File: src/rtl/fp_normalizer_rounder_if.sv
// Handshake bundle between the mantissa adder, the normaliser/rounder and the result register.
// Signal names follow the adder datapath this block sits behind.

interface fp_normalizer_rounder_if #(
  parameter int EXP_W = 8,
  parameter int MAN_W = 23
);

  // Valid/ready: a transfer happens on a rising clock edge where valid and ready are both 1.
  // A source holds valid and its payload steady until that edge; ready may change freely.
  logic                     in_valid;
  logic                     in_ready;
  logic [MAN_W+3:0]         Suma_resul;
  logic                     Signo_sum;
  logic [EXP_W-1:0]         Exponente;

  logic                     out_valid;
  logic                     out_ready;
  logic [EXP_W+MAN_W:0]     Resultado;
  logic                     overflow;
  logic                     underflow;

  modport master (
    output in_valid, Suma_resul, Signo_sum, Exponente, out_ready,
    input  in_ready, out_valid, Resultado, overflow, underflow
  );

  modport slave (
    input  in_valid, Suma_resul, Signo_sum, Exponente, out_ready,
    output in_ready, out_valid, Resultado, overflow, underflow
  );

endinterface

File: src/rtl/fp_normalizer_rounder.sv
// Normalises the raw adder sum one bit per cycle, rounds to nearest-even and packs an
// IEEE-754 word. One operation in flight; state is visible on dbg_state.

module fp_normalizer_rounder #(
  parameter int EXP_W = 8,
  parameter int MAN_W = 23
) (
  input  logic                      clk,
  input  logic                      rst_n,
  fp_normalizer_rounder_if.slave    bus,
  output logic [1:0]                dbg_state
);

  localparam int SIG_W = MAN_W + 4;
  localparam logic [EXP_W:0] EXP_MAX = {1'b0, {EXP_W{1'b1}}};
  localparam logic [EXP_W:0] EXP_ONE = {{EXP_W{1'b0}}, 1'b1};

  typedef enum logic [1:0] {
    S_IDLE  = 2'd0,
    S_NORM  = 2'd1,
    S_ROUND = 2'd2,
    S_DONE  = 2'd3
  } state_t;

  state_t             state;
  logic [SIG_W-1:0]   sig_q;
  logic [EXP_W:0]     exp_q;
  logic               sign_q;

  logic [EXP_W:0]     exp_inc;
  logic               round_up;
  logic [MAN_W:0]     frac_sum;
  logic               round_carry;
  logic [EXP_W:0]     exp_rnd;
  logic               round_ovf;

  assign dbg_state = state;

  // The hidden bit is 1 in ROUND, so a carry out of the fraction means the significand became 2.0;
  // the fraction bits are then already zero, which is exactly the renormalised 1.0.
  always_comb begin
    exp_inc     = exp_q + 1'b1;
    round_up    = sig_q[1] & (sig_q[0] | sig_q[2]);
    frac_sum    = {1'b0, sig_q[MAN_W+1:2]} + {{MAN_W{1'b0}}, round_up};
    round_carry = frac_sum[MAN_W];
    exp_rnd     = exp_q + {{EXP_W{1'b0}}, round_carry};
    round_ovf   = (exp_rnd >= EXP_MAX);
  end

  always_ff @(posedge clk) begin
    if (!rst_n) begin
      state         <= S_IDLE;
      sig_q         <= '0;
      exp_q         <= '0;
      sign_q        <= 1'b0;
      bus.in_ready  <= 1'b1;
      bus.out_valid <= 1'b0;
      bus.Resultado <= '0;
      bus.overflow  <= 1'b0;
      bus.underflow <= 1'b0;
    end else begin
      case (state)
        S_IDLE: begin
          if (bus.in_valid) begin
            sig_q         <= bus.Suma_resul;
            exp_q         <= {1'b0, bus.Exponente};
            sign_q        <= bus.Signo_sum;
            bus.overflow  <= 1'b0;
            bus.underflow <= 1'b0;
            bus.in_ready  <= 1'b0;
            state         <= S_NORM;
          end
        end

        S_NORM: begin
          if (sig_q == '0) begin
            bus.Resultado <= '0;
            bus.out_valid <= 1'b1;
            state         <= S_DONE;
          end else if (exp_q == '0 || exp_q == EXP_MAX) begin
            // Only a loaded exponent can be 0 or all-ones; later steps never produce them here.
            bus.Resultado <= {sign_q, {(EXP_W+MAN_W){1'b0}}};
            bus.underflow <= 1'b1;
            bus.out_valid <= 1'b1;
            state         <= S_DONE;
          end else if (sig_q[SIG_W-1]) begin
            sig_q <= {1'b0, sig_q[SIG_W-1:2], sig_q[1] | sig_q[0]};
            exp_q <= exp_inc;
            if (exp_inc == EXP_MAX) begin
              bus.Resultado <= {sign_q, {EXP_W{1'b1}}, {MAN_W{1'b0}}};
              bus.overflow  <= 1'b1;
              bus.out_valid <= 1'b1;
              state         <= S_DONE;
            end
          end else if (sig_q[SIG_W-2]) begin
            state <= S_ROUND;
          end else if (exp_q == EXP_ONE) begin
            bus.Resultado <= {sign_q, {(EXP_W+MAN_W){1'b0}}};
            bus.underflow <= 1'b1;
            bus.out_valid <= 1'b1;
            state         <= S_DONE;
          end else begin
            sig_q <= {sig_q[SIG_W-2:0], 1'b0};
            exp_q <= exp_q - 1'b1;
          end
        end

        S_ROUND: begin
          if (round_ovf) begin
            bus.Resultado <= {sign_q, {EXP_W{1'b1}}, {MAN_W{1'b0}}};
            bus.overflow  <= 1'b1;
          end else begin
            bus.Resultado <= {sign_q, exp_rnd[EXP_W-1:0], frac_sum[MAN_W-1:0]};
          end
          bus.out_valid <= 1'b1;
          state         <= S_DONE;
        end

        S_DONE: begin
          if (bus.out_ready) begin
            bus.out_valid <= 1'b0;
            bus.in_ready  <= 1'b1;
            state         <= S_IDLE;
          end
        end

        default: state <= S_IDLE;
      endcase
    end
  end

endmodule

File: src/flat_wrapper.sv
// flat-port wrapper written by rule: the top's interface ports become plain ports
module fp_normalizer_rounder_flat 
#(
  parameter int EXP_W = 8,
  parameter int MAN_W = 23
)
  (clk, rst_n, dbg_state, bus_in_valid, bus_Suma_resul, bus_Signo_sum, bus_Exponente, bus_out_ready, bus_in_ready, bus_out_valid, bus_Resultado, bus_overflow, bus_underflow);
  fp_normalizer_rounder_if #(.EXP_W(EXP_W), .MAN_W(MAN_W)) bus_i ();
  input  logic clk;
  input  logic rst_n;
  output logic [1:0] dbg_state;
  input wire logic [$bits(bus_i.in_valid)-1:0] bus_in_valid;
  input wire logic [$bits(bus_i.Suma_resul)-1:0] bus_Suma_resul;
  input wire logic [$bits(bus_i.Signo_sum)-1:0] bus_Signo_sum;
  input wire logic [$bits(bus_i.Exponente)-1:0] bus_Exponente;
  input wire logic [$bits(bus_i.out_ready)-1:0] bus_out_ready;
  output wire logic [$bits(bus_i.in_ready)-1:0] bus_in_ready;
  output wire logic [$bits(bus_i.out_valid)-1:0] bus_out_valid;
  output wire logic [$bits(bus_i.Resultado)-1:0] bus_Resultado;
  output wire logic [$bits(bus_i.overflow)-1:0] bus_overflow;
  output wire logic [$bits(bus_i.underflow)-1:0] bus_underflow;
  assign bus_i.in_valid = bus_in_valid;
  assign bus_i.Suma_resul = bus_Suma_resul;
  assign bus_i.Signo_sum = bus_Signo_sum;
  assign bus_i.Exponente = bus_Exponente;
  assign bus_i.out_ready = bus_out_ready;
  assign bus_in_ready = bus_i.in_ready;
  assign bus_out_valid = bus_i.out_valid;
  assign bus_Resultado = bus_i.Resultado;
  assign bus_overflow = bus_i.overflow;
  assign bus_underflow = bus_i.underflow;
  fp_normalizer_rounder #(.EXP_W(EXP_W), .MAN_W(MAN_W)) u_core (.clk(clk), .rst_n(rst_n), .bus(bus_i), .dbg_state(dbg_state));
endmodule
File: config.mk
export PLATFORM = sky130hd
export DESIGN_NAME = fp_normalizer_rounder_flat
export DESIGN_NICKNAME = d
export VERILOG_FILES = /design/src/rtl/fp_normalizer_rounder_if.sv /design/src/rtl/fp_normalizer_rounder.sv /design/src/flat_wrapper.sv
export SDC_FILE = /design/constraint.sdc
export NUM_CORES = 1
export LEC_CHECK = 0
export ABC_AREA = 1
export CAP_MARGIN = 20
export CORE_MARGIN = 3
export CORE_UTILIZATION = 51
export CTS_CLUSTER_DIAMETER = 150
export DETAILED_ROUTE_END_ITERATION = 10
export GPL_TIMING_DRIVEN = 1
export MAX_ROUTING_LAYER = met4
export PLACE_DENSITY = 0.81
export SKIP_LAST_GASP = 1
export SYNTH_ARGS = -nofsm -noshare
export SYNTH_HDL_FRONTEND = slang
export SYNTH_SLANG_ARGS = --single-unit
File: constraint.sdc
create_clock -name clk -period 4 [get_ports clk]
set_input_delay 0.8 -clock clk [delete_from_list [all_inputs] [get_ports clk]]
set_output_delay 0.8 -clock clk [all_outputs]
set_load 0.01 [all_outputs]
==> results of run 1 <==
==> worst max-delay path, stage by stage (launching register included) <==
cell,delay (ns)
sky130_fd_sc_hd__dfxtp_1,0.42
sky130_fd_sc_hd__o21a_1,0.14
sky130_fd_sc_hd__ha_1,0.25
sky130_fd_sc_hd__nand2_1,0.12
sky130_fd_sc_hd__inv_1,0.10
sky130_fd_sc_hd__nand2_1,0.09
sky130_fd_sc_hd__nor2_1,0.15
sky130_fd_sc_hd__nand3b_1,0.15
sky130_fd_sc_hd__nor4_1,0.21
sky130_fd_sc_hd__ha_1,0.24
sky130_fd_sc_hd__ha_1,0.29
sky130_fd_sc_hd__nor2_1,0.09
sky130_fd_sc_hd__nor2_1,0.13
sky130_fd_sc_hd__nand2_1,0.05
sky130_fd_sc_hd__nor2_1,0.17
sky130_fd_sc_hd__nand3_2,0.33
sky130_fd_sc_hd__nand3_1,0.18
sky130_fd_sc_hd__nand2_1,0.07
sky130_fd_sc_hd__nand4_1,0.10
sky130_fd_sc_hd__nand2_1,0.06
sky130_fd_sc_hd__nor2_1,0.09
==> cell families (layout without fill, tap and decap cells) <==
kind of cell	Yosys count	count (layout)
simple gates	509	509
compound gates	131	131
buf+inv	126	184
flops	75	75
fa+ha+maj	13	13
xor+xnor	9	9
==> synthesized netlist by cell type, types with 2 or more instances <==
master                       n
sky130_fd_sc_hd__inv_1      70
sky130_fd_sc_hd__nand3_1    47
sky130_fd_sc_hd__a21oi_1    47
sky130_fd_sc_hd__o21ai_1     3
sky130_fd_sc_hd__nand3_4     2
sky130_fd_sc_hd__nor2_4      3
sky130_fd_sc_hd__inv_2       7
sky130_fd_sc_hd__a31oi_1     2
sky130_fd_sc_hd__nand3_2     6
sky130_fd_sc_hd__nand3b_1    2
sky130_fd_sc_hd__nor3_1      4
sky130_fd_sc_hd__o22ai_1     2
sky130_fd_sc_hd__clkbuf_1   17
sky130_fd_sc_hd__a211oi_1    2
sky130_fd_sc_hd__o21ai_0    48
sky130_fd_sc_hd__ha_1       13
sky130_fd_sc_hd__nand2_2     3
sky130_fd_sc_hd__buf_6       9
sky130_fd_sc_hd__nor2_1    141
sky130_fd_sc_hd__xor2_1      8
sky130_fd_sc_hd__buf_1       4
sky130_fd_sc_hd__nand2_4     2
sky130_fd_sc_hd__dfxtp_1    75
sky130_fd_sc_hd__nand2_1   245
sky130_fd_sc_hd__nor4_1      2
sky130_fd_sc_hd__nand4_1    44
sky130_fd_sc_hd__o221ai_1   24
sky130_fd_sc_hd__buf_2      14
sky130_fd_sc_hd__nor2_2      2
sky130_fd_sc_hd__buf_4       2
==> final timing paths <==
kind,end,slack (ns),start
worst max-delay path,u_core.bus.Resultado[28],0.51,u_core.sig_q[2]
worst min-delay path,u_core.sign_q,0.47,u_core.sign_q
worst max register to register,u_core.bus.Resultado[28],0.51,u_core.sig_q[2]
worst min register to register,u_core.sign_q,0.47,u_core.sign_q
==> area by class of cell <==
class	count	area [um2]	area share
clock inverters	7	124	0.0196
clock buffers	9	124	0.0196
multi-input cells	662	3260	0.515
inverters	79	299	0.0473
well taps	133	166	0.0263
repair buffers	89	856	0.135
flip-flops and latches	75	1500	0.237
==> power by group <==
part	switching, mW	internal [mW]	total [mW]
clock network	0.328	0.420	0.748
registers	0.399	1.03	1.43
logic	1.90	1.05	2.95
total	2.62	2.50	5.13
==> per-stage QoR <==
step | instance area (um2) | utilization | hold WS (ns) | power, mW | setup slack, ns
final | 6330 | 0.636 | 0.471 | 5.13 | 0.512
after global routing | 6330 | 0.636 | 0.507 | 5.57 | 0.0147
after CTS | 6330 | 0.636 | 0.471 | 5.07 | 0.575
after detailed placement | 6080 | 0.611 | 0.461 | 4.32 | 0.617
after global placement | 6080 | 0.611 | 0.455 | 4.30 | 0.750
after floorplan | 5330 | - | 0.436 | 3.53 | 1.11
==> state kept, by name, summed over array words and instances, names as in the netlist <==
signal,cells
u_core.bus.Resultado,32
u_core.exp_q,9
u_core.bus.in_ready,1
u_core.bus.overflow,1
u_core.sign_q,1
u_core.bus.out_valid,1
u_core.dbg_state,2
u_core.sig_q,27
u_core.bus.underflow,1
==> layer usage <==
| layer | global-route usage | vias to the layer above | share of wire |
|---|---|---|---|
| li1 | - | 2953 | - |
| met2 | 0.410 | 300 | 0.42 |
| met4 | 0.0812 | 0 | 0.021 |
| met1 | 0.421 | 2589 | 0.46 |
| met3 | 0.0651 | 36 | 0.097 |
| met5 | - | - | 0 |
==> placed cells by master (no fill, tap or decap), types with 4 or more instances in the layout <==
cell type	n
sky130_fd_sc_hd__buf_4	12
sky130_fd_sc_hd__nand3_2	6
sky130_fd_sc_hd__clkdlybuf4s50_1	76
sky130_fd_sc_hd__nor3_1	4
sky130_fd_sc_hd__o221ai_1	24
sky130_fd_sc_hd__ha_1	13
sky130_fd_sc_hd__inv_2	7
sky130_fd_sc_hd__nor2_1	141
sky130_fd_sc_hd__inv_1	70
sky130_fd_sc_hd__o21ai_0	48
sky130_fd_sc_hd__nand3_1	47
sky130_fd_sc_hd__nand2_1	245
sky130_fd_sc_hd__clkbuf_8	9
sky130_fd_sc_hd__dfxtp_1	75
sky130_fd_sc_hd__xor2_1	8
sky130_fd_sc_hd__nand4_1	44
sky130_fd_sc_hd__a21oi_1	47
==> impl_summary.log, run 1 <==
[metrics] DR vias/cell: 5.58
[metrics] status: finished clean
[metrics] initial standard-cell utilization of the core: 0.535
[metrics] number of clock sinks: 75
[metrics] post-synthesis share of cell area spent on xor and xnor gates: 0.0148
[metrics] total die area: 11700 um2
[metrics] power density relative to cell area: 810 nW/um2
[metrics] first-pass GRT wire length: 26.6 mm
[metrics] number of cells on the worst hold path: 2
[metrics] async set-reset flop share out of synthesis: 0
[metrics] static leakage: 2.61 nW
[metrics] compound-gate portion of the synthesized area: 0.143
[metrics] Antenna Nets Post-Route: 0
[metrics] worst setup path class: flip-flop to flip-flop
[metrics] GRT Total Usage: 0.292
[metrics] average routed wire per standard cell: 15.5 um
[metrics] post-synthesis to final-layout area growth: 18.8%
[metrics] count of final setup violators: 0
[metrics] Final min period: 3.49 ns
[metrics] Cells after Synth: 863
[metrics] data arrival time of the critical path: 3.79 ns
[metrics] R2R depth: 20
[metrics] synthesized-area fraction occupied by and/or/nand/nor cells: 0.423
[metrics] number of nets in the synthesized netlist: 916
[metrics] register bit count reported by yosys: 75
[metrics] final wirelength: 16.3 mm
[metrics] syn avg cell area: 6.17 um2
[metrics] largest net degree at the start of global routing: 47
[metrics] Critical Path Start Type: flip-flop
[metrics] adder-cell share of the synthesized area: 0.0305
[metrics] via count of the first global-routing pass: 5257
[metrics] antenna violations before repair: 0
[metrics] fraction of the yosys area taken by sequential cells: 0.282
[metrics] Detail Placement HPWL: 12.0 mm
[metrics] level count of the clock H-tree: 3
[metrics] Buffers on Ports: 77
[metrics] max_slew headroom: 0.304
[metrics] nets: 969
[metrics] global placement routability congestion: 1.02
[metrics] Period Utilization, post-route: 0.872
[metrics] biggest area contributors in the synthesized netlist: sky130_fd_sc_hd__dfxtp_1, sky130_fd_sc_hd__nand2_1, sky130_fd_sc_hd__nor2_1, sky130_fd_sc_hd__nand4_1, sky130_fd_sc_hd__inv_1
[metrics] combinational family with the most area after synthesis: simple AND/OR/NAND/NOR gates
[metrics] max-capacitance violation count: 0
[metrics] global route total overflow: 0
[metrics] I/O Pins: 78
[metrics] FP Rows: 36
[metrics] clock slew at the register clock pins of the worst setup and hold paths: 0.08 ns
[metrics] number of DRC violations after detailed routing: 0
[metrics] number of diodes added for antenna fixing: 0
[metrics] number of buffers created by CTS: 9
[metrics] max-slew violation count: 0
[metrics] path type of the worst min-delay path: flip-flop to flip-flop
[metrics] measured slew at the worst slew-check pin: 1.04 ns
[metrics] standard cell core area: 9950 um2
[metrics] CTS root buf: sky130_fd_sc_hd__clkbuf_8
[metrics] worst-path maximum fanout: 17
[metrics] count of distinct cell types in the synthesized netlist: 43
[metrics] clock tree from TritonCTS: yes
[metrics] count of flip-flops with a built-in enable after synthesis: 0
[metrics] post-synthesis cell area: 5330 um2
[metrics] final cell count without fillers: 1054
[metrics] Post-CTS Setup Bufs: 0
[metrics] FMAX: 287 MHz
[metrics] unrepaired setup endpoints after global routing: no
[metrics] area share of the leading cell type in the synthesized netlist: 0.282
[metrics] area leader, netlist: sky130_fd_sc_hd__dfxtp_1
[metrics] Die W: 108 um
[metrics] clock latency reported for the late side of the worst-skew pair: 0.37 ns
[metrics] number of buffers inserted for hold repair after clock tree synthesis: 0
[metrics] Max Clock Skew: 0.0181 ns
[metrics] mux contribution to synthesized area: 0
[metrics] flip-flop cell with the highest count after synthesis: sky130_fd_sc_hd__dfxtp_1
[metrics] number of warnings reported in the yosys synthesis log: 0
[metrics] maximum VDD drop: 349 uV
[metrics] number of placed cells counting well taps: 1038
[metrics] First DRT Iteration DRCs: 657
[metrics] Die Ht: 108 um
[metrics] number of cells upsized or downsized after cts: 0
[metrics] total vias in the final route: 5878
[metrics] Crit. End Element: flip-flop
[metrics] required time at the worst-slack endpoint: 4.30 ns
[metrics] layout cells sized above 1: 0.0641
[metrics] layout filler cell count: 979
[metrics] drt first pass iters: 6
[metrics] number of hold violations in the final report: 0
[metrics] clk buf depth: 2
[metrics] sum of negative setup slack: 0 ns
(Power assumes the default switching activity.)
==> run 2, diff against run 1 <==
CORE_UTILIZATION = 55   (was 51)
PLACE_DENSITY = 0.86   (was 0.81)
clock period = 3.99 ns   (was 4 ns; I/O delays follow)
==> impl_summary.log, run 2 (synthesis results as in run 1) <==
[metrics] Crit. End Element: flip-flop
[metrics] number of buffers inserted for hold repair after clock tree synthesis: 0 (unchanged)
[metrics] first-pass GRT wire length: 26.6 mm (-0.18%)
[metrics] number of hold violations in the final report: 0 (unchanged)
[metrics] Net Sw Power: 2.58 mW (-1.8%)
[metrics] number of buffers created by CTS: 9 (unchanged)
[metrics] max-capacitance violation count: 0 (unchanged)
[metrics] number of diodes added for antenna fixing: 0 (unchanged)
[metrics] Final min period: 3.41 ns (-0.0765 ns)
[metrics] worst-path maximum fanout: 17 (unchanged)
[metrics] most numerous cell on the critical path: sky130_fd_sc_hd__nor2_1
[metrics] power density relative to cell area: 791 nW/um2 (-2.3%)
[metrics] maximum VDD drop: 384 uV (+9.9%)
[metrics] average routed wire per standard cell: 15.2 um (-1.8%)
[metrics] final wirelength: 15.9 mm (-2.3%)
[metrics] DR vias/cell: 5.61 (+0.57%)
[metrics] Max Clock Skew: 0.0122 ns (-0.00596 ns)
[metrics] clock slew at the register clock pins of the worst setup and hold paths: 0.08 ns (about the same)
[metrics] R2R depth: 19 (-5.0%)
[metrics] count of final setup violators: 0 (unchanged)
[metrics] path type of the worst min-delay path: flip-flop to flip-flop
[metrics] I/O Pins: 78 (unchanged)
[metrics] DP Worst Slack: 0.615 ns (-0.00205 ns)
[metrics] clock tree from TritonCTS: yes
[metrics] number of DRC violations after detailed routing: 0 (unchanged)
[metrics] registers with the highest flip-flop counts: u_core.bus.Resultado x32, u_core.sig_q x27, u_core.exp_q x9
[metrics] number of clock sinks: 75 (unchanged)
[metrics] final instance area: 6270 um2 (-0.87%)
[metrics] clk buf depth: 2 (unchanged)
[metrics] clock network power share: 0.122 (-0.024)
[metrics] layout filler cell count: 900 (-8.1%)
[metrics] Post-CTS Setup Bufs: 0 (unchanged)
[metrics] minimum setup slack among reg-to-reg paths: 0.58 ns (+0.07 ns)
[metrics] unrepaired setup endpoints after global routing: no
[metrics] flip-flop count of the largest register, all copies and words added: 32 (unchanged)
[metrics] largest net degree at the start of global routing: 58 (+23%)
[metrics] Die W: 104 um (-3.5%)
[metrics] level count of the clock H-tree: 3 (unchanged)
[metrics] layout cells sized above 1: 0.0620 (-0.00204)
[metrics] antenna violations before repair: 0 (unchanged)
[metrics] Detail Placement HPWL: 12.1 mm (+0.32%)
[metrics] GRT Total Usage: 0.303 (+0.0112)
[metrics] switching share of power: 0.519 (+0.00742)
[metrics] critical path cell sequence: o21a_1, ha_1, nand2_1, inv_1, nand2_1, nor2_1, nand3b_1, nor4_1, ha_1, ha_1, nor2_1, nor2_1, nand2_1, nor2_1, nand3_2, nand4_1, nand4_1, nand2_1, nor2_1
[metrics] Period Utilization, post-route: 0.855 (-0.0170)
[metrics] max_slew headroom: 0.299 (-0.00523)
[metrics] drt first pass iters: 6 (unchanged)
[metrics] longest individual stage delay on the worst path: 0.41 ns (about the same)
[metrics] number of cells on the worst hold path: 2 (unchanged)
[metrics] static leakage: 2.58 nW (-1.1%)
[metrics] sum of negative setup slack: 0 ns (unchanged)
[metrics] global placement routability congestion: 1.01 (-0.32%)
[metrics] Antenna Nets Post-Route: 0 (unchanged)
[metrics] FP Rows: 35 (-2.8%)
[metrics] post-synthesis to final-layout area growth: 17.7%
[metrics] Die Ht: 104 um (-3.5%)
[metrics] standard cell core area: 9330 um2 (-6.3%)
[metrics] clock latency reported for the late side of the worst-skew pair: 0.36 ns (about the same)
[metrics] measured slew at the worst slew-check pin: 1.05 ns (+0.00783 ns)
[metrics] global route total overflow: 0 (unchanged)
[metrics] post-placement cell area: 6070 um2 (-0.12%)
[metrics] initial standard-cell utilization of the core: 0.571 (+0.0360)
[metrics] Buffers on Ports: 77 (unchanged)
[metrics] total vias in the final route: 5878 (unchanged)
[metrics] via count of the first global-routing pass: 5179 (-1.5%)
[metrics] share of total power in combinational logic: 0.586 (+0.011)
[metrics] register with the most flip-flops: u_core.bus.Resultado
[metrics] setup slack of the critical path after layout: 0.578 ns (+0.0665 ns)
[metrics] number of buffer and inverter instances along the worst setup path: 1 (unchanged)
[metrics] max-slew violation count: 0 (unchanged)
[metrics] FMAX: 293 MHz (+2.2%)
[metrics] worst setup path class: flip-flop to flip-flop
[metrics] most common library cell in the layout ignoring fill and taps: sky130_fd_sc_hd__nand2_1
[metrics] total die area: 10900 um2 (-6.9%)
[metrics] required time at the worst-slack endpoint: 4.25 ns (-0.05 ns)
[metrics] status: finished clean
[metrics] Int Power: 2.39 mW (-4.6%)
[metrics] Largest delay share family, worst path: simple AND/OR/NAND/NOR gates
[metrics] nets: 967 (-0.21%)
[metrics] sequential power share: 0.292 (+0.013)
[metrics] CTS root buf: sky130_fd_sc_hd__clkbuf_8
[metrics] Critical Path Start Type: flip-flop
[metrics] Critical Path Slowest Stage Cell: sky130_fd_sc_hd__dfxtp_1
[metrics] First DRT Iteration DRCs: 595 (-9.4%)
[metrics] most frequent cells in the layout: sky130_fd_sc_hd__nand2_1, sky130_fd_sc_hd__nor2_1, sky130_fd_sc_hd__clkdlybuf4s50_1
[metrics] data arrival time of the critical path: 3.67 ns (-0.12 ns)
[metrics] number of cells upsized or downsized after cts: 0 (unchanged)
[metrics] number of cells on the critical path: 19 (-5.0%)
-- run 2: cell types whose count changed in the layout (fill, tap and decap cells not counted), sizes merged --
cell / delta
clkinv: +1
buf: -2
clkinvlp: +1
bufinv: -2
-- run 2: worst register-to-register path, cell delays in order, from the launching register on --
cell and delay [ns]:
sky130_fd_sc_hd__dfxtp_1 0.41, sky130_fd_sc_hd__o21a_1 0.13, sky130_fd_sc_hd__ha_1 0.25, sky130_fd_sc_hd__nand2_1 0.12
sky130_fd_sc_hd__inv_1 0.11, sky130_fd_sc_hd__nand2_1 0.07, sky130_fd_sc_hd__nor2_1 0.15, sky130_fd_sc_hd__nand3b_1 0.13
sky130_fd_sc_hd__nor4_1 0.22, sky130_fd_sc_hd__ha_1 0.25, sky130_fd_sc_hd__ha_1 0.28, sky130_fd_sc_hd__nor2_1 0.09
sky130_fd_sc_hd__nor2_1 0.13, sky130_fd_sc_hd__nand2_1 0.05, sky130_fd_sc_hd__nor2_1 0.16, sky130_fd_sc_hd__nand3_2 0.32
sky130_fd_sc_hd__nand4_1 0.21, sky130_fd_sc_hd__nand4_1 0.12, sky130_fd_sc_hd__nand2_1 0.09, sky130_fd_sc_hd__nor2_1 0.04
-- run 2: worst paths after layout --
| check | startpoint | endpoint |
|---|---|---|
| worst max register to register | u_core.sig_q[2] | u_core.bus.Resultado[8] |
| worst max-delay path | u_core.sig_q[2] | u_core.bus.Resultado[8] |
| worst min register to register | u_core.sign_q | u_core.sign_q |
| worst min-delay path | u_core.sign_q | u_core.sign_q |
-- run 2: routing by layer --
layer,GRT usage,part of all wire
met5,-,0
met3,0.0621,0.092
met2,0.438,0.43
met4,0.0855,0.025
met1,0.429,0.45
-- run 2: per-stage QoR --
| step | utilization | power (mW) | hold slack, ns | instances |
|---|---|---|---|---|
| 6_report | 0.672 | 4.96 | 0.464 | 1048 |
| 2_1_floorplan | - | 3.54 | 0.436 | 863 |
| 5_1_grt | 0.672 | 5.42 | 0.497 | 1048 |
| 3_5_place_dp | 0.651 | 4.32 | 0.452 | 1032 |
| 3_3_place_gp | 0.651 | 4.29 | 0.452 | 1032 |
| 4_1_cts | 0.672 | 4.93 | 0.464 | 1048 |
-- run 2: layout make-up --
| cell class | instances | area, um2 | area share |
|---|---|---|---|
| flip-flops and latches | 75 | 1500 | 0.239 |
| inverters | 79 | 299 | 0.0477 |
| multi-input cells | 662 | 3260 | 0.519 |
| clock buffers | 9 | 124 | 0.0197 |
| clock inverters | 7 | 76.3 | 0.0122 |
| well taps | 129 | 161 | 0.0257 |
| repair buffers | 87 | 853 | 0.136 |
-- run 2: power by group through the flow --
stage | clock, mW | sequential [mW] | combinational [mW]
finish | 0.608 | 1.45 | 2.91
CTS | 0.617 | 1.43 | 2.89
global route | 0.651 | 1.49 | 3.28
global placement | 0 | 1.44 | 2.85
detailed placement | 0 | 1.45 | 2.87
floorplan | 0 | 1.30 | 2.24
